### config.mk
export PLATFORM = sky130hd
export DESIGN_NAME = udp_frame_rx_flat
export DESIGN_NICKNAME = d
export VERILOG_FILES = /design/src/rtl/udp_frame_rx_pkg.sv /design/src/rtl/udp_frame_rx_if.sv /design/src/rtl/udp_frame_rx_hdr_check.sv /design/src/rtl/udp_frame_rx.sv /design/src/flat_wrapper.sv
export SDC_FILE = /design/constraint.sdc
export NUM_CORES = 1
export LEC_CHECK = 0
export ABC_CLOCK_PERIOD_IN_PS = 7300
export BUFFER_PORTS_ARGS = -buffer_cell sky130_fd_sc_hd__buf_4
export CAP_MARGIN = 30
export CELL_PAD_IN_SITES_DETAIL_PLACEMENT = 2
export CELL_PAD_IN_SITES_GLOBAL_PLACEMENT = 2
export CORE_AREA = 2 2 234 236
export DETAILED_ROUTE_END_ITERATION = 10
export DIE_AREA = 0 0 236 238
export PLACE_DENSITY_LB_ADDON = 0.1
export SYNTH_ARGS = -nofsm -noshare
export SYNTH_HDL_FRONTEND = slang
export SYNTH_HIERARCHICAL = 1
export SYNTH_SLANG_ARGS = --single-unit
### constraint.sdc
create_clock -name axis_aclk -period 7.3 [get_ports axis_aclk]
set_input_delay 0.73 -clock axis_aclk [delete_from_list [all_inputs] [get_ports axis_aclk]]
set_output_delay 0.73 -clock axis_aclk [all_outputs]
set_load 0.005 [all_outputs]
### src/rtl/udp_frame_rx_pkg.sv
// Shared definitions for the UDP test-frame receiver: byte offsets, protocol constants,
// FSM state encoding and the result record.
package udp_frame_rx_pkg;

    localparam int BEAT_BYTES   = 32;

    localparam int DST_MAC_OFS  = 0;
    localparam int ETH_TYPE_OFS = 12;
    localparam int IP_VER_OFS   = 14;
    localparam int IP_PROTO_OFS = 23;
    localparam int IP_SRC_OFS   = 26;
    localparam int UDP_SRC_OFS  = 34;
    localparam int UDP_DST_OFS  = 36;
    localparam int UDP_LEN_OFS  = 38;
    localparam int PAYLOAD_OFS  = 42;
    localparam int PAYLOAD_LEN  = 8;

    localparam logic [15:0] ETHERTYPE_IPV4 = 16'h0800;
    localparam logic [7:0]  IP_VER_IHL     = 8'h45;
    localparam logic [7:0]  IP_PROTO_UDP   = 8'h11;
    localparam logic [15:0] UDP_MIN_LEN    = 16'd16;

    // Byte positions of the beat-1 fields, relative to the start of beat 1.
    localparam int B1_SRC_OFS = UDP_SRC_OFS - BEAT_BYTES;
    localparam int B1_DST_OFS = UDP_DST_OFS - BEAT_BYTES;
    localparam int B1_LEN_OFS = UDP_LEN_OFS - BEAT_BYTES;
    localparam int B1_PL_OFS  = PAYLOAD_OFS - BEAT_BYTES;
    localparam int B1_KEEP_N  = PAYLOAD_OFS + PAYLOAD_LEN - BEAT_BYTES;

    typedef enum logic [1:0] {
        S_BEAT0 = 2'd0,
        S_BEAT1 = 2'd1,
        S_DRAIN = 2'd2
    } state_e;

    typedef struct packed {
        logic [31:0] src_ip;
        logic [15:0] src_port;
        logic [63:0] payload;
    } result_t;

endpackage

### src/rtl/udp_frame_rx_if.sv
// Frame input stream (AXI-Stream, 256-bit) and parsed-result port of the UDP receiver.
interface udp_axis_if;
    logic [255:0] tdata;
    logic [31:0]  tkeep;
    logic [127:0] tuser;
    logic         tvalid;
    logic         tready;
    logic         tlast;

    modport master (output tdata, tkeep, tuser, tvalid, tlast, input tready);
    modport slave  (input tdata, tkeep, tuser, tvalid, tlast, output tready);
endinterface

interface udp_res_if;
    logic        valid;
    logic        ready;
    logic [31:0] src_ip;
    logic [15:0] src_port;
    logic [63:0] payload;

    modport master (output valid, src_ip, src_port, payload, input ready);
    modport slave  (input valid, src_ip, src_port, payload, output ready);
endinterface

### src/rtl/udp_frame_rx_hdr_check.sv
// Combinational header checks on one 256-bit beat; caller picks the beat-0 or beat-1 verdict.
// DST_MAC_FILTER_EN adds the destination-MAC check to the beat-0 verdict.
module udp_hdr_check
    import udp_frame_rx_pkg::*;
#(
    parameter logic [15:0] C_UDP_PORT  = 16'd2000,
    parameter logic [47:0] C_LOCAL_MAC = 48'h00e0ed2c2db6
) (
    input  logic [255:0] data_i,
    input  logic [31:0]  keep_i,
    output logic         beat0_ok_o,
    output logic         beat1_ok_o,
    output logic [31:0]  src_ip_o,
    output logic [15:0]  src_port_o,
    output logic [63:0]  payload_o
);

    // b[k] is byte k of the beat.
    logic [31:0][7:0] b;
    assign b = data_i;

    logic eth_ok, ver_ok, proto_ok, mac_ok;
    logic port_ok, len_ok, keep_ok;
    logic [15:0] udp_len;

    assign eth_ok   = {b[ETH_TYPE_OFS], b[ETH_TYPE_OFS+1]} == ETHERTYPE_IPV4;
    assign ver_ok   = b[IP_VER_OFS] == IP_VER_IHL;
    assign proto_ok = b[IP_PROTO_OFS] == IP_PROTO_UDP;

`ifdef DST_MAC_FILTER_EN
    logic [47:0] dst_mac;
    assign dst_mac = {b[DST_MAC_OFS],   b[DST_MAC_OFS+1], b[DST_MAC_OFS+2],
                      b[DST_MAC_OFS+3], b[DST_MAC_OFS+4], b[DST_MAC_OFS+5]};
    assign mac_ok  = (dst_mac == C_LOCAL_MAC) || (dst_mac == 48'hffffffffffff);
`else
    logic unused_mac;
    assign unused_mac = ^C_LOCAL_MAC;
    assign mac_ok     = 1'b1;
`endif

    assign beat0_ok_o = eth_ok & ver_ok & proto_ok & mac_ok;
    assign src_ip_o   = {b[IP_SRC_OFS], b[IP_SRC_OFS+1], b[IP_SRC_OFS+2], b[IP_SRC_OFS+3]};

    assign udp_len    = {b[B1_LEN_OFS], b[B1_LEN_OFS+1]};
    assign port_ok    = {b[B1_DST_OFS], b[B1_DST_OFS+1]} == C_UDP_PORT;
    assign len_ok     = udp_len >= UDP_MIN_LEN;
    // Every byte up to the end of the extracted payload must be present.
    assign keep_ok    = &keep_i[B1_KEEP_N-1:0];

    assign beat1_ok_o = port_ok & len_ok & keep_ok;
    assign src_port_o = {b[B1_SRC_OFS], b[B1_SRC_OFS+1]};
    assign payload_o  = data_i[8*B1_PL_OFS +: 64];

    logic unused_in;
    assign unused_in = ^{data_i, keep_i[31:B1_KEEP_N]};

endmodule

### src/rtl/udp_frame_rx.sv
// UDP test-frame receiver: checks Eth/IPv4/UDP headers, emits src IP/port + 8 payload bytes, counts ok/drop.
// Result and counters update the cycle after the deciding beat; DST_MAC_FILTER_EN enables the dst-MAC check.
// Input stalls (tready low) while a result is pending and m_ready is low.
module udp_frame_rx
    import udp_frame_rx_pkg::*;
#(
    parameter int          C_S_AXIS_DATA_WIDTH  = 256,
    parameter int          C_S_AXIS_TUSER_WIDTH = 128,
    parameter logic [15:0] C_UDP_PORT           = 16'd2000,
    parameter logic [47:0] C_LOCAL_MAC          = 48'h00e0ed2c2db6,
    parameter int          C_CNT_WIDTH          = 32
) (
    input  logic                   axis_aclk,
    input  logic                   axis_reset,
    udp_axis_if.slave              s_axis,
    udp_res_if.master              m_res,
    output logic [C_CNT_WIDTH-1:0] frames_ok,
    output logic [C_CNT_WIDTH-1:0] frames_drop
);

    localparam logic [C_CNT_WIDTH-1:0] CNT_ONE = {{(C_CNT_WIDTH-1){1'b0}}, 1'b1};

    state_e                 state_q, state_d;
    logic                   hdr_ok_q, hdr_ok_d;
    logic [31:0]            ip_q, ip_d;
    logic                   vld_q, vld_d;
    result_t                res_q, res_d;
    logic [C_CNT_WIDTH-1:0] ok_q, ok_d;
    logic [C_CNT_WIDTH-1:0] drop_q, drop_d;

    logic        tready;
    logic        xfer;
    logic        beat0_ok, beat1_ok;
    logic [31:0] src_ip;
    logic [15:0] src_port;
    logic [63:0] payload;

    udp_hdr_check #(
        .C_UDP_PORT  (C_UDP_PORT),
        .C_LOCAL_MAC (C_LOCAL_MAC)
    ) u_hdr_check (
        .data_i     (s_axis.tdata),
        .keep_i     (s_axis.tkeep),
        .beat0_ok_o (beat0_ok),
        .beat1_ok_o (beat1_ok),
        .src_ip_o   (src_ip),
        .src_port_o (src_port),
        .payload_o  (payload)
    );

    assign tready        = ~(vld_q & ~m_res.ready);
    assign xfer          = s_axis.tvalid & tready;
    assign s_axis.tready = tready;

    always_comb begin
        state_d  = state_q;
        hdr_ok_d = hdr_ok_q;
        ip_d     = ip_q;
        vld_d    = vld_q;
        res_d    = res_q;
        ok_d     = ok_q;
        drop_d   = drop_q;

        if (vld_q && m_res.ready) begin
            vld_d = 1'b0;
        end

        case (state_q)
            S_BEAT0: begin
                if (xfer) begin
                    hdr_ok_d = beat0_ok;
                    ip_d     = src_ip;
                    if (s_axis.tlast) begin
                        drop_d = drop_q + CNT_ONE;
                    end else begin
                        state_d = S_BEAT1;
                    end
                end
            end
            S_BEAT1: begin
                if (xfer) begin
                    // A load here may coincide with m_ready retiring the old result.
                    if (hdr_ok_q && beat1_ok) begin
                        vld_d = 1'b1;
                        res_d = '{src_ip: ip_q, src_port: src_port, payload: payload};
                        ok_d  = ok_q + CNT_ONE;
                    end else begin
                        drop_d = drop_q + CNT_ONE;
                    end
                    state_d = s_axis.tlast ? S_BEAT0 : S_DRAIN;
                end
            end
            S_DRAIN: begin
                if (xfer && s_axis.tlast) begin
                    state_d = S_BEAT0;
                end
            end
            default: state_d = S_BEAT0;
        endcase
    end

    always_ff @(posedge axis_aclk) begin
        if (axis_reset) begin
            state_q  <= S_BEAT0;
            hdr_ok_q <= 1'b0;
            ip_q     <= '0;
            vld_q    <= 1'b0;
            res_q    <= '0;
            ok_q     <= '0;
            drop_q   <= '0;
        end else begin
            state_q  <= state_d;
            hdr_ok_q <= hdr_ok_d;
            ip_q     <= ip_d;
            vld_q    <= vld_d;
            res_q    <= res_d;
            ok_q     <= ok_d;
            drop_q   <= drop_d;
        end
    end

    assign m_res.valid    = vld_q;
    assign m_res.src_ip   = res_q.src_ip;
    assign m_res.src_port = res_q.src_port;
    assign m_res.payload  = res_q.payload;
    assign frames_ok      = ok_q;
    assign frames_drop    = drop_q;

    logic unused_cfg;
    assign unused_cfg = ^{s_axis.tuser, C_S_AXIS_DATA_WIDTH, C_S_AXIS_TUSER_WIDTH};

endmodule

### src/flat_wrapper.sv
// flat-port wrapper written by rule: the top's interface ports become plain ports
module udp_frame_rx_flat import udp_frame_rx_pkg::*;
#(
    parameter int          C_S_AXIS_DATA_WIDTH  = 256,
    parameter int          C_S_AXIS_TUSER_WIDTH = 128,
    parameter logic [15:0] C_UDP_PORT           = 16'd2000,
    parameter logic [47:0] C_LOCAL_MAC          = 48'h00e0ed2c2db6,
    parameter int          C_CNT_WIDTH          = 32
)
  (axis_aclk, axis_reset, frames_ok, frames_drop, s_axis_tdata, s_axis_tkeep, s_axis_tuser, s_axis_tvalid, s_axis_tlast, s_axis_tready, m_res_valid, m_res_src_ip, m_res_src_port, m_res_payload, m_res_ready);
  udp_axis_if s_axis_i ();
  udp_res_if m_res_i ();
  input  logic axis_aclk;
  input  logic axis_reset;
  output logic [C_CNT_WIDTH-1:0] frames_ok;
  output logic [C_CNT_WIDTH-1:0] frames_drop;
  input wire logic [$bits(s_axis_i.tdata)-1:0] s_axis_tdata;
  input wire logic [$bits(s_axis_i.tkeep)-1:0] s_axis_tkeep;
  input wire logic [$bits(s_axis_i.tuser)-1:0] s_axis_tuser;
  input wire logic [$bits(s_axis_i.tvalid)-1:0] s_axis_tvalid;
  input wire logic [$bits(s_axis_i.tlast)-1:0] s_axis_tlast;
  output wire logic [$bits(s_axis_i.tready)-1:0] s_axis_tready;
  output wire logic [$bits(m_res_i.valid)-1:0] m_res_valid;
  output wire logic [$bits(m_res_i.src_ip)-1:0] m_res_src_ip;
  output wire logic [$bits(m_res_i.src_port)-1:0] m_res_src_port;
  output wire logic [$bits(m_res_i.payload)-1:0] m_res_payload;
  input wire logic [$bits(m_res_i.ready)-1:0] m_res_ready;
  assign s_axis_i.tdata = s_axis_tdata;
  assign s_axis_i.tkeep = s_axis_tkeep;
  assign s_axis_i.tuser = s_axis_tuser;
  assign s_axis_i.tvalid = s_axis_tvalid;
  assign s_axis_i.tlast = s_axis_tlast;
  assign s_axis_tready = s_axis_i.tready;
  assign m_res_valid = m_res_i.valid;
  assign m_res_src_ip = m_res_i.src_ip;
  assign m_res_src_port = m_res_i.src_port;
  assign m_res_payload = m_res_i.payload;
  assign m_res_i.ready = m_res_ready;
  udp_frame_rx #(.C_S_AXIS_DATA_WIDTH(C_S_AXIS_DATA_WIDTH), .C_S_AXIS_TUSER_WIDTH(C_S_AXIS_TUSER_WIDTH), .C_UDP_PORT(C_UDP_PORT), .C_LOCAL_MAC(C_LOCAL_MAC), .C_CNT_WIDTH(C_CNT_WIDTH)) u_core (.axis_aclk(axis_aclk), .axis_reset(axis_reset), .s_axis(s_axis_i), .m_res(m_res_i), .frames_ok(frames_ok), .frames_drop(frames_drop));
endmodule
-- After elaboration in Yosys (flattened, before gate mapping)
Cells that the tools add are included.
- register bits after elaboration: 212
- ROM bits: 0
- latch bits: 0
- input bits: 421
- bits in writable memories: 0
- memories kept: 0
- word-level logic and storage cells: 57
- eq/ne operators: 12
- multiplexer cells: 15
- $lt $le $gt $ge: 1
- $mul: 0
- reductions and logical operators: 10
- div/mod/pow operators: 0
- bitwise operators: 8
- shifts and indexed selects: 0
- add/subtract/negate cells: 2
- operators by type and width (operator ; number):
    32-bit 2-to-1 mux ; 4
    32-bit by 1-bit adder with 32-bit output, second input constant ; 2
    32-bit one-hot mux with 2 select lines ; 1
    18-bit AND reduction ; 1
    16-bit by 11-bit equality test with 1-bit output, second input constant ; 1
    16-bit by 12-bit equality test with 1-bit output, second input constant ; 1
    16-bit by 5-bit >= comparator with 1-bit output, second input constant ; 1
    2-bit 2-to-1 mux ; 5
    8-bit by 5-bit equality test with 1-bit output, second input constant ; 1
    8-bit by 7-bit equality test with 1-bit output, second input constant ; 1
    1-bit AND ; 6
    2-bit by 1-bit != test with 1-bit output, second input constant ; 3
    2-bit != test, second input constant ; 3
    2-bit one-hot mux with 3 select lines ; 1
    5-bit AND reduction ; 1
    1-bit 2-to-1 mux ; 4
    4-bit AND reduction ; 1
    1-bit logical AND ; 3
    3-bit AND reduction ; 1
    2-bit by 1-bit equality test with 1-bit output, second input constant ; 1
    2-bit equality test, second input constant ; 1
    2-bit logical NOT ; 1
    1-bit inverter ; 2
    2-bit AND reduction ; 1
    2-bit nonzero test ; 1

-- Longest topological paths before layout
Gate-level depths: netlist (run 1).
- word-level depth: 7
- depth in mapped cells: 10

-- Hierarchy
Netlist (run 1), hierarchy kept.
- by module, submodules not included (module ; cells an instance ; area each (um^2) ; times used):
    udp_frame_rx ; 1000 ; 8045.2 ; 1
    udp_hdr_check ; 139 ; 1032.2 ; 1

-- Worst setup path before layout (run 1)
OpenSTA, ideal clock, no wires.
- kind: input port to flip-flop
- start point: input s_axis_tdata[39]
- end point: register u_core.ok_q[31] (netlist: u_core/frames_ok[31])
- stages on the path: 9
- arrival: 3232 ps
- setup time: 121 ps
- slack: 3947 ps
- required time: 7179 ps
- cell sequence: or4b_1 nor4_1 and4_1 and4b_1 nand3_2 or4b_4 buf_6 nor4_1 mux2_2
- word-level cells in the longest chain between the ends: 5
- ends and longest elaborated chain (item ; line ; RTL):
    from (decl) ; flat_wrapper.sv:17 ; input wire logic [$bits(s_axis_i.tdata)-1:0] s_axis_tdata;
    16-bit by 11-bit equality test with 1-bit output ; udp_frame_rx_hdr_check.sv:45 ; assign port_ok = {b[B1_DST_OFS], b[B1_DST_OFS+1]} == C_UDP_PORT;
    1-bit AND (2 in a row) ; udp_frame_rx_hdr_check.sv:50 ; assign beat1_ok_o = port_ok & len_ok & keep_ok;
    named net u_core.beat1_ok ; udp_frame_rx.sv:33 ; logic beat0_ok, beat1_ok;
    1-bit logical AND ; udp_frame_rx.sv:83 ; if (hdr_ok_q && beat1_ok) begin
    3-bit AND reduction (no source line) ; n/a ;
    to (signal assigned) ; udp_frame_rx.sv:117 ; ok_q <= ok_d;
    to (decl) ; udp_frame_rx.sv:28 ; logic [C_CNT_WIDTH-1:0] ok_q, ok_d;
The timed path passes the listed nets, and every way through them passes these cells.
A chain may end at the register's enable or synchronous reset.

-- Worst setup path in the final report (run 1)
Same ends and word-level chain as after synthesis.

==> impl_metrics.csv, run 1 <==
group,metric,value,unit
clock_tree,cts_resized,0,
worst_setup_path,crit_top_cell,"nor4_1",
drt,wire_per_inst,17.3,um
worst_setup_path,cp-end-kind,"flip-flop",
drt,first_pass_iters,4,
drt,drtIter0Drc,225,
timing,min_period,3920,ps
synth,yosysTopAreaCell,"dfxtp_1",
synth,ys_async_sr_fraction,0,
synth,avgSynthCellArea,7.97,um2
timing,fmax,255,MHz
cells_and_area,num_antenna_cells,0,
cells_and_area,instances_no_fill,2068,
cells_and_area,drive_above_1_share,0.301,
drt,highest_layer,"met5",
grt,antenna_found_initial,2,
timing,setup_viol,0,
flow_run,cap_violations,0,
drt,wl_met1,15800,um
drt,drt-total-wl,35800,um
synth,synth_cell_types,42,
synth,yosysSeqAreaShare,0.468,
cells_and_area,nets,1775,
placed_design,place_inst,2016,
synth,synthTopCellsByArea,"dfxtp_1 47%, nand2_1 13%, buf_4 9.4%",
floorplan,io_pins,599,
timing,maxSlewViolCount,0,
clock_tree,htreeDepth,1,
synth,synth_edf_count,0,
grt,grtUsageTotal,0.124,
placed_design,place_congestion,0.681,
power,leakage,4.80,nW
drt,via_per_inst,4.08,
floorplan,start_util,0.170,
grt,grt_pass1_vias,9116,
drt,drc,0,
worst_setup_path,slowest_stage,"or4b_4",
worst_setup_path,cp_cell_sequence,"buf_4, or4b_1, nor4_1, and4_1, and4b_1, nand3_4, or4b_4, nor4_1, mux2_2",
drt,ant_nets,0,
floorplan,rows,85,
clock_tree,clkSlewWorstSetupHoldPaths,60,ps
worst_setup_path,cpPeakStageDelay,890,ps
cells_and_area,syn2layout_area_growth,37.8,%
timing,fin_setup_tns,0,ps
clock_tree,cts-root-buf,"clkbuf_16",
placed_design,portBuffers,348,
grt,grt_pass1_wl,55000,um
min_path,hold_class,"in2reg",
timing,hold_violations,0,
status,status,"completed",
synth,syn_inst,1139,
timing,worst_pin_slew,891,ps
drt,dr_wl_met3,1970,um
power,ir_drop,161,uV
floorplan,die_area,0.0562,mm2
clock_tree,cts_buffers,29,
worst_setup_path,crit_fanout,53,
floorplan,die_y,238,um
drt,vias,8428,
worst_setup_path,crit_arrival,4360,ps
clock_tree,clock_path_buffers,3,
worst_setup_path,path_class,"in2reg",
timing,rsz0062_at_grt,"no",
timing,whs,424,ps
synth,synth_flop_cell,"dfxtp_1",
floorplan,die_w,236,um
grt,grt_max_degree,76,
worst_setup_path,cp.required,7740,ps
worst_setup_path,startpoint_type,"input pin",
timing,fin_crit_sh,0.537,
synth,ys_seq_elements,212,
clock_tree,clock_latency,550,ps
grt,grt-ovfl-total,0,
clock_tree,cts_hold_buf,0,
synth,synth.top_cell.area_share,0.468,
clock_tree,cts_sinks,212,
power,power.density,218,mW/mm2
synth,synth_nets,1562,
floorplan,core_area,0.0535,mm2
clock_tree,postCtsSetupBuffers,0,
synth,yosys_warnings,6,
synth,syn_area,0.00908,mm2
placed_design,dpl.hpwl,24900,um
timing,max_slew_margin,0.406,
timing,worst_clock_skew,7.53,ps
drt,wl_met2,17300,um
clock_tree,cts_tree,"built",
## worst max-delay path, delay by kind of cell
| family | cells | cell delay, ps |
|---|---|---|
| buffers and inverters | 1 | 100 |
| AND/OR/NAND/NOR | 7 | 3140 |
| multiplexers | 1 | 370 |
## power breakdown
group / internal, W / leakage, nW / total, W / switching [W]
combinational: 0.0000741 / 2.63 / 0.000138 / 0.0000644
sequential: 0.00117 / 1.71 / 0.00118 / 0.00000791
clock: 0.000862 / 0.456 / 0.00141 / 0.000546
## kinds of logic (layout without fill, tap and decap cells)
group           Yosys count  in the layout  share of synthesized area
compound gates          192            192                      0.109
flops                   212            212                      0.468
buf+inv                 186            419                      0.126
fa+ha+maj                 2              2                    0.00276
xor+xnor                 41             41                     0.0396
simple gates            504            504                      0.253
mux                       2              2                    0.00234
## stage by stage
step           utilization  instance area [um2]  setup slack (ps)  power, W
4_1_cts              0.234                12500              3270   0.00280
3_3_place_gp         0.216                11500              2680   0.00134
6_report             0.234                12500              3380   0.00272
2_1_floorplan            -                 9080              3950   0.00129
5_1_grt              0.234                12500              3070   0.00286
3_5_place_dp         0.216                11600              2690   0.00135
## path summary, 6_finish.rpt
check	from	endpoint	slack, ps	cells after the start
setup / recovery	s_axis_tdata[39]	u_core/frames_ok[31]	3380	9
hold / removal	s_axis_tdata[238]	u_core/ip_q[6]	420	3
setup reg to reg	u_core/state_q[0]	u_core/frames_ok[31]	4160	5
hold reg to reg	u_core/ip_q[25]	u_core/m_res.src_ip[25]	450	2
## placed cells by master, fill, tap and decap left out, drive strengths merged, types with 14 or more instances in the layout
master and n:
a21oi 168, buf 358, clkbuf 51, dfxtp 212
nand2 316, nand3 24, nand4 36, nor2 51
nor4 18, o21ai 14, or3 14, xor2 32
## sequential cells by signal (all words and copies together) (netlist names)
name                   flops
u_core/m_res.src_port     16
u_core/frames_drop        32
u_core/hdr_ok_q            1
u_core/m_res.src_ip       32
u_core/state_q             2
u_core/ip_q               32
u_core/frames_ok          32
u_core/m_res.valid         1
u_core/m_res.payload      64
## routing by layer
| layer | up-vias | global-route usage |
|---|---|---|
| met5 | - | 0 |
| met2 | 185 | 0.211 |
| met4 | 4 | 0.0270 |
| met3 | 42 | 0.0326 |
| li1 | 4103 | - |
| met1 | 4094 | 0.158 |
## final cells by class
type | count | area (um2)
Sequential cell | 212 | 4240
Clock inverter | 1 | 30.0
Multi-Input combinational cell | 741 | 3710
Tap cell | 696 | 871
Clock buffer | 50 | 905
Fill cell | 6179 | 41000
Inverter | 9 | 33.8
Timing Repair Buffer | 359 | 2710
## cell usage after synthesis, types with 2 or more instances
cell type / instances
a21oi_1: 168
and2_1: 2
and3_1: 4
and4_1: 2
buf_4: 114
buf_6: 2
clkbuf_1: 61
dfxtp_1: 212
ha_1: 2
inv_1: 8
nand2_1: 316
nand3_1: 22
nand4_1: 36
nand4b_1: 3
nor2_1: 51
nor2b_1: 2
nor3_1: 10
nor4_1: 16
nor4_2: 2
nor4b_1: 4
o21ai_0: 14
o31ai_1: 7
or2_2: 2
or3_1: 14
or4_1: 8
or4b_1: 2
xnor2_1: 9
xor2_1: 32
No activity file was read; power rests on OpenSTA's default activity.
==> inputs of run 2 (changes only) <==
- ABC_CLOCK_PERIOD_IN_PS: 7300 -> 4100
- CORE_AREA: 2 2 234 236 -> 2 2 231 233
- DIE_AREA: 0 0 236 238 -> 0 0 233 235
- clock period: 7.3 -> 4.1 ns (I/O delays scaled with it)
==> run 2 against run 1 <==
  * Sequential share of layout area decreased by 0.095 points
  * Die area decreased by 2.5%
  * Clock skew increased by 2.2 ps
  * Non-clock buffer count decreased by 1
  * Largest cell class unchanged
  * Wire length increased by 0.42%
  * Power increased by 79%
  * Count of clock-buffer cells in the layout increased by 2
  * Design area increased by 0.28%
==> impl_metrics.csv, run 2 (synthesis gave the netlist of run 1 again) <==
group,metric,value,unit
worst_setup_path,path_class,"in2reg",
worst_setup_path,startpoint_type,"input pin",
worst_setup_path,cp.required,4540,ps
worst_setup_path,r2r_start,"u_core/state_q[0]",
clock_tree,postCtsSetupBuffers,0,
worst_setup_path,cp_cell_sequence,"buf_4, or4b_1, nor4_1, and4_1, and4b_1, nand3_4, or4b_4, nor4_1, mux2_2",
timing,min_period,3040,ps
worst_setup_path,crit_top_cell,"nor4_1",
placed_design,place_congestion,0.707,
clock_tree,cts_buffers,30,
cells_and_area,mostFrequentLayoutCell,"buf_4",
timing,setup_viol,0,
power,leakage,4.82,nW
clock_tree,htreeDepth,1,
drt,via_per_inst,4.10,
placed_design,portBuffers,348,
min_path,whs_path_depth,3,
timing,rsz0062_at_grt,"no",
placed_design,dp_slack,483,ps
floorplan,core_area,0.0522,mm2
worst_setup_path,slowest_stage,"or4b_4",
worst_setup_path,reg2reg_to,"u_core/frames_drop[23]",
flow_run,cap_violations,0,
timing,worst_clock_skew,9.74,ps
clock_tree,cts-root-buf,"clkbuf_16",
clock_tree,cts_resized,0,
floorplan,start_util,0.174,
min_path,min_to,"u_core/m_res.src_port[15]",
drt,first_pass_iters,5,
timing,worst_pin_slew,885,ps
grt,antenna_found_initial,1,
clock_tree,clock_latency,560,ps
cells_and_area,fillers,6077,
timing,fmax,329,MHz
clock_tree,clkSlewWorstSetupHoldPaths,60,ps
clock_tree,cts_hold_buf,0,
cells_and_area,nets,1775,
cells_and_area,mostFrequentLayoutCells,"352 x buf_4, 316 x nand2_1, 212 x dfxtp_1",
worst_setup_path,reg2reg_slack,1400,ps
cells_and_area,num_antenna_cells,0,
floorplan,io_pins,599,
worst_setup_path,cpPeakStageDelay,670,ps
timing,fin_setup_tns,0,ps
drt,ant_nets,0,
grt,grt_pass1_vias,9010,
timing,fin_crit_sh,0.742,
worst_setup_path,r2r_cells,5,
cells_and_area,drive_above_1_share,0.301,
drt,vias,8453,
placed_design,dpl.hpwl,24500,um
worst_setup_path,crit_arrival,3480,ps
status,status,"completed",
clock_tree,clock_path_buffers,3,
clock_tree,cts_sinks,212,
drt,drtIter0Drc,178,
grt,grt_pass1_wl,54800,um
grt,grt_max_degree,121,
power,ir_drop,277,uV
floorplan,die_w,233,um
worst_setup_path,crit_fanout,16,
floorplan,die_y,235,um
drt,wire_per_inst,17.5,um
grt,grtUsageTotal,0.128,
timing,max_slew_margin,0.405,
drt,drt-total-wl,36000,um
grt,grt-ovfl-total,0,
power,power.density,389,mW/mm2
min_path,hold_class,"in2reg",
drt,drc,0,
timing,layout_setup_ws,1060,ps
timing,whs,99.5,ps
worst_setup_path,cp-end-kind,"flip-flop",
cells_and_area,largest_reg_flops,64,
clock_tree,cts_tree,"built",
min_path,min_from,"s_axis_tdata[23]",
floorplan,rows,84,
timing,hold_violations,0,
timing,maxSlewViolCount,0,
worst_setup_path,crit_path_start,"s_axis_tdata[39]",
floorplan,die_area,0.0548,mm2
cells_and_area,syn2layout_area_growth,38.2,%
[run 2: changes by cell type in the layout (fill, tap and decap cells not counted)]
cell       delta
clkbuf_16     +2
buf_4         -3
clkbuf_2      -1
buf_12        +4
buf_16        -1
bufinv_16     -1
[run 2: metrics by stage]
step                      area, um2  power (W)   util  std cells
after global placement        11600    0.00239  0.222       2007
after floorplan                9080    0.00230      -       1139
final                         12500    0.00488  0.240       2060
after detailed placement      11600    0.00240  0.222       2008
after CTS                     12500    0.00503  0.240       2060
after global routing          12500    0.00514  0.240       2060
[run 2: area by class of cell]
class	instances	area [um2]	share of cell area
multi-input cells	741	3710	0.296
inverters	9	33.8	0.00269
well taps	688	861	0.0686
flip-flops and latches	212	4240	0.338
clock buffers	52	955	0.0761
repair buffers	358	2740	0.218
[run 2: how the worst max path moves through the flow]
| stage | to | slack (ps) | depth (start not counted) |
|---|---|---|---|
| after floorplan | u_core/frames_ok[31] | 1070 | 9 |
| after global placement | u_core/frames_ok[31] | 510 | 9 |
| after detailed placement | u_core/frames_ok[31] | 480 | 9 |
| after CTS | u_core/frames_ok[31] | 1070 | 9 |
| after global routing | u_core/frames_ok[31] | 1020 | 9 |
| final | u_core/frames_ok[31] | 1060 | 9 |
[run 2: worst max-delay path, delay by kind of cell]
family | cells | cell delay [ps]
simple gates | 7 | 2560
mux | 1 | 380
buf+inv | 1 | 100
[run 2: metal layers]
| layer | wire length (um) | GRT usage | up-vias |
|---|---|---|---|
| met5 | 11 | 0 | - |
| met4 | 487 | 0.0266 | 2 |
| met3 | 2260 | 0.0325 | 37 |
| met2 | 17400 | 0.221 | 186 |
| met1 | 15800 | 0.158 | 4110 |
| li1 | - | - | 4118 |
[run 2: power by group]
group | internal [W] | total (W) | switching [W]
registers | 0.00208 | 0.00210 | 0.0000142
clock network | 0.00155 | 0.00254 | 0.000987
logic | 0.000131 | 0.000245 | 0.000114
total | 0.00376 | 0.00488 | 0.00112
==> inputs of run 3 (changes only) <==
- ABC_AREA: not set -> 1
- ABC_CLOCK_PERIOD_IN_PS: 4100 -> 2600
- CORE_AREA: 2 2 231 233 -> not set
- CORE_UTILIZATION: not set -> 19
- DIE_AREA: 0 0 233 235 -> not set
- clock period: 4.1 -> 2.6 ns (I/O delays scaled with it)
==> run 3 against run 2 <==
  * Count of clock-buffer cells in the layout fell by 15
  * Non-clock buffer count rose by 125
  * Sequential cell count did not move
  * Final cell count rose by 21%
  * Clock skew rose by 3.8 ps
  * Clock power rose by 70%
  * Critical endpoint is now u_core/frames_drop[28]
  * Highest routed layer unchanged
==> impl_metrics.csv, run 3 <==
group,metric,value,unit
clock_tree,clock_latency,580,ps
power,ir_drop,479,uV
grt,grt_pass1_wl,63500,um
cells_and_area,num_antenna_cells,0,
drt,ant_nets,0,
synth,synth_flop_cell,"dfxtp_1",
timing,maxSlewViolCount,0,
power,switching_power,0.00197,W
cells_and_area,mostFrequentLayoutCells,"363 x buf_4, 363 x nor2_1, 215 x nand2_1",
clock_tree,clock_path_buffers,3,
cells_and_area,stdcell_area,0.0148,mm2
clock_tree,htreeDepth,1,
floorplan,die_y,231,um
clock_tree,clkSlewWorstSetupHoldPaths,60,ps
clock_tree,cts_buffers,30,
grt,grt-ovfl-total,0,
timing,hold_violations,0,
grt,antenna_found_initial,1,
power,p_comb_frac,0.081,
grt,grt_max_degree,96,
synth,synth_top_family_by_area,"simple AND/OR/NAND/NOR gates",
drt,via_per_inst,4.16,
status,status,"completed",
timing,fmax,502,MHz
placed_design,place_congestion,0.737,
floorplan,die_area,0.0536,mm2
power,intPower,0.00633,W
drt,drtIter0Drc,218,
timing,worst_clock_skew,13.5,ps
clock_tree,cts-root-buf,"clkbuf_16",
floorplan,core_area,0.0516,mm2
synth,yosysMostFrequentCell,"nor2_1",
synth,syn_inst,1454,
placed_design,placed_cell_area,0.0126,mm2
min_path,hold_class,"in2reg",
cells_and_area,drive_above_1_share,0.245,
timing,min_period,1990,ps
worst_setup_path,cp-end-kind,"flip-flop",
clock_tree,postCtsSetupBuffers,0,
drt,vias,10387,
timing,fin_setup_tns,0,ps
placed_design,dpl.hpwl,29500,um
synth,synth_nets,1877,
drt,first_pass_iters,4,
synth,synth.top_cell.area_share,0.424,
cells_and_area,syn2layout_area_growth,47.8,%
power,swShare,0.237,
synth,ys_async_sr_fraction,0,
synth,ys_seq_elements,212,
placed_design,portBuffers,348,
power,leakage,6.28,nW
timing,setup_viol,0,
power,finalPower,0.00830,W
worst_setup_path,cp.required,3100,ps
worst_setup_path,crit_fanout,6,
floorplan,die_w,231,um
synth,yosysSeqAreaShare,0.424,
worst_setup_path,path_class,"reg2reg",
power,power.density,561,mW/mm2
drt,drt-total-wl,40900,um
synth,yosysTopAreaCell,"dfxtp_1",
drt,drc,0,
synth,avgSynthCellArea,6.88,um2
clock_tree,cts_tree,"built",
synth,synth-simple-area-share,0.298,
drt,wire_per_inst,16.4,um
timing,rsz0062_at_grt,"no",
synth,synth_xor_xnor_area_share,0.00525,
power,power_frac_clock,0.520,
synth,syn_area,0.0100,mm2
synth,synth_edf_count,0,
cells_and_area,fillers,6130,
timing,whs,38.4,ps
synth,synth_cell_types,31,
grt,grtUsageTotal,0.150,
timing,max_slew_margin,0.558,
power,seqPwrFrac,0.399,
grt,grt_pass1_vias,11239,
worst_setup_path,crit_arrival,2500,ps
floorplan,start_util,0.194,
synth,synth_common_cells,"363 x nor2_1, 216 x nand2_1, 212 x dfxtp_1",
floorplan,io_pins,599,
floorplan,rows,83,
synth,synth_mux_area_frac,0,
cells_and_area,final_util,0.286,
worst_setup_path,startpoint_type,"flip-flop",
synth,synthTopCellsByArea,"dfxtp_1 42%, nor2_1 14%, buf_4 8.8%",
timing,fin_crit_sh,0.766,
flow_run,cap_violations,0,
clock_tree,cts_sinks,212,
timing,worst_pin_slew,662,ps
cells_and_area,nets,2216,
cells_and_area,largest_reg_flops,64,
synth,yosys_warnings,6,
synth,synth_adder_area_share,0.00250,
synth,synth_compound_area_frac,0.111,
==> run 3: power by group through the flow <==
| stage | clock network [W] | registers (W) | logic, W |
|---|---|---|---|
| global route | 0.00463 | 0.00331 | 0.000748 |
| detailed placement | 0 | 0.00338 | 0.000543 |
| finish | 0.00431 | 0.00331 | 0.000673 |
| CTS | 0.00453 | 0.00331 | 0.000690 |
| floorplan | 0 | 0.00338 | 0.000341 |
| global placement | 0 | 0.00338 | 0.000530 |
==> run 3: path summary, 6_finish.rpt <==
kind | from | to | slack [ps] | cells past startpoint
worst min-delay path | s_axis_tdata[99] | u_core/m_res.payload[19] | 40 | 3
worst max-delay path | u_core/frames_drop[0] | u_core/frames_drop[28] | 610 | 9
worst min register to register | u_core/ip_q[6] | u_core/ip_q[6] | 460 | 2
worst max register to register | u_core/frames_drop[0] | u_core/frames_drop[28] | 610 | 9
==> run 3: critical path: stages (launching register included) <==
cell,delay [ps]
dfxtp_1,430
ha_1,210
nand3_1,150
inv_1,140
nand3_1,140
nor2_1,480
nand3_1,140
nand2_1,100
inv_1,40
nor2_1,80
==> run 3: repair_timing <==
item                       in CTS  in global routing
hold buffers                  112                  0
setup endpoints to repair       0                  0
gates resized for setup         0                  0
hold endpoints to repair      112                  0
==> run 3: kinds of logic after synthesis <==
kind of cell / after synthesis
and+or+nand+nor: 718
buffers and inverters: 299
AOI/OAI and AO/OA: 217
DFF: 212
xor gates and xnor gates: 6
adders and majority gates: 2
==> run 3: cell type report <==
cell class	instances	area, um2	area share
Clock inverter	19	209	0.0141
Clock buffer	37	837	0.0566
Multi-Input combinational cell	943	4170	0.282
Inverter	123	467	0.0316
Sequential cell	212	4240	0.287
Timing Repair Buffer	483	4010	0.271
Tap cell	680	851	0.0576
==> run 3: through the flow <==
stage,worst slack (ps),std cells
6_report,607,2497
5_1_grt,316,2497
4_1_cts,498,2497
3_5_place_dp,-38.2,2329
3_3_place_gp,-33.4,2329
2_1_floorplan,958,1454
==> run 3: metal layers <==
metal	wire, um	track usage	share of wire
met5	17	0	0.00042
met4	795	0.0389	0.019
met3	2270	0.0336	0.056
met2	20100	0.268	0.49
met1	17700	0.180	0.43
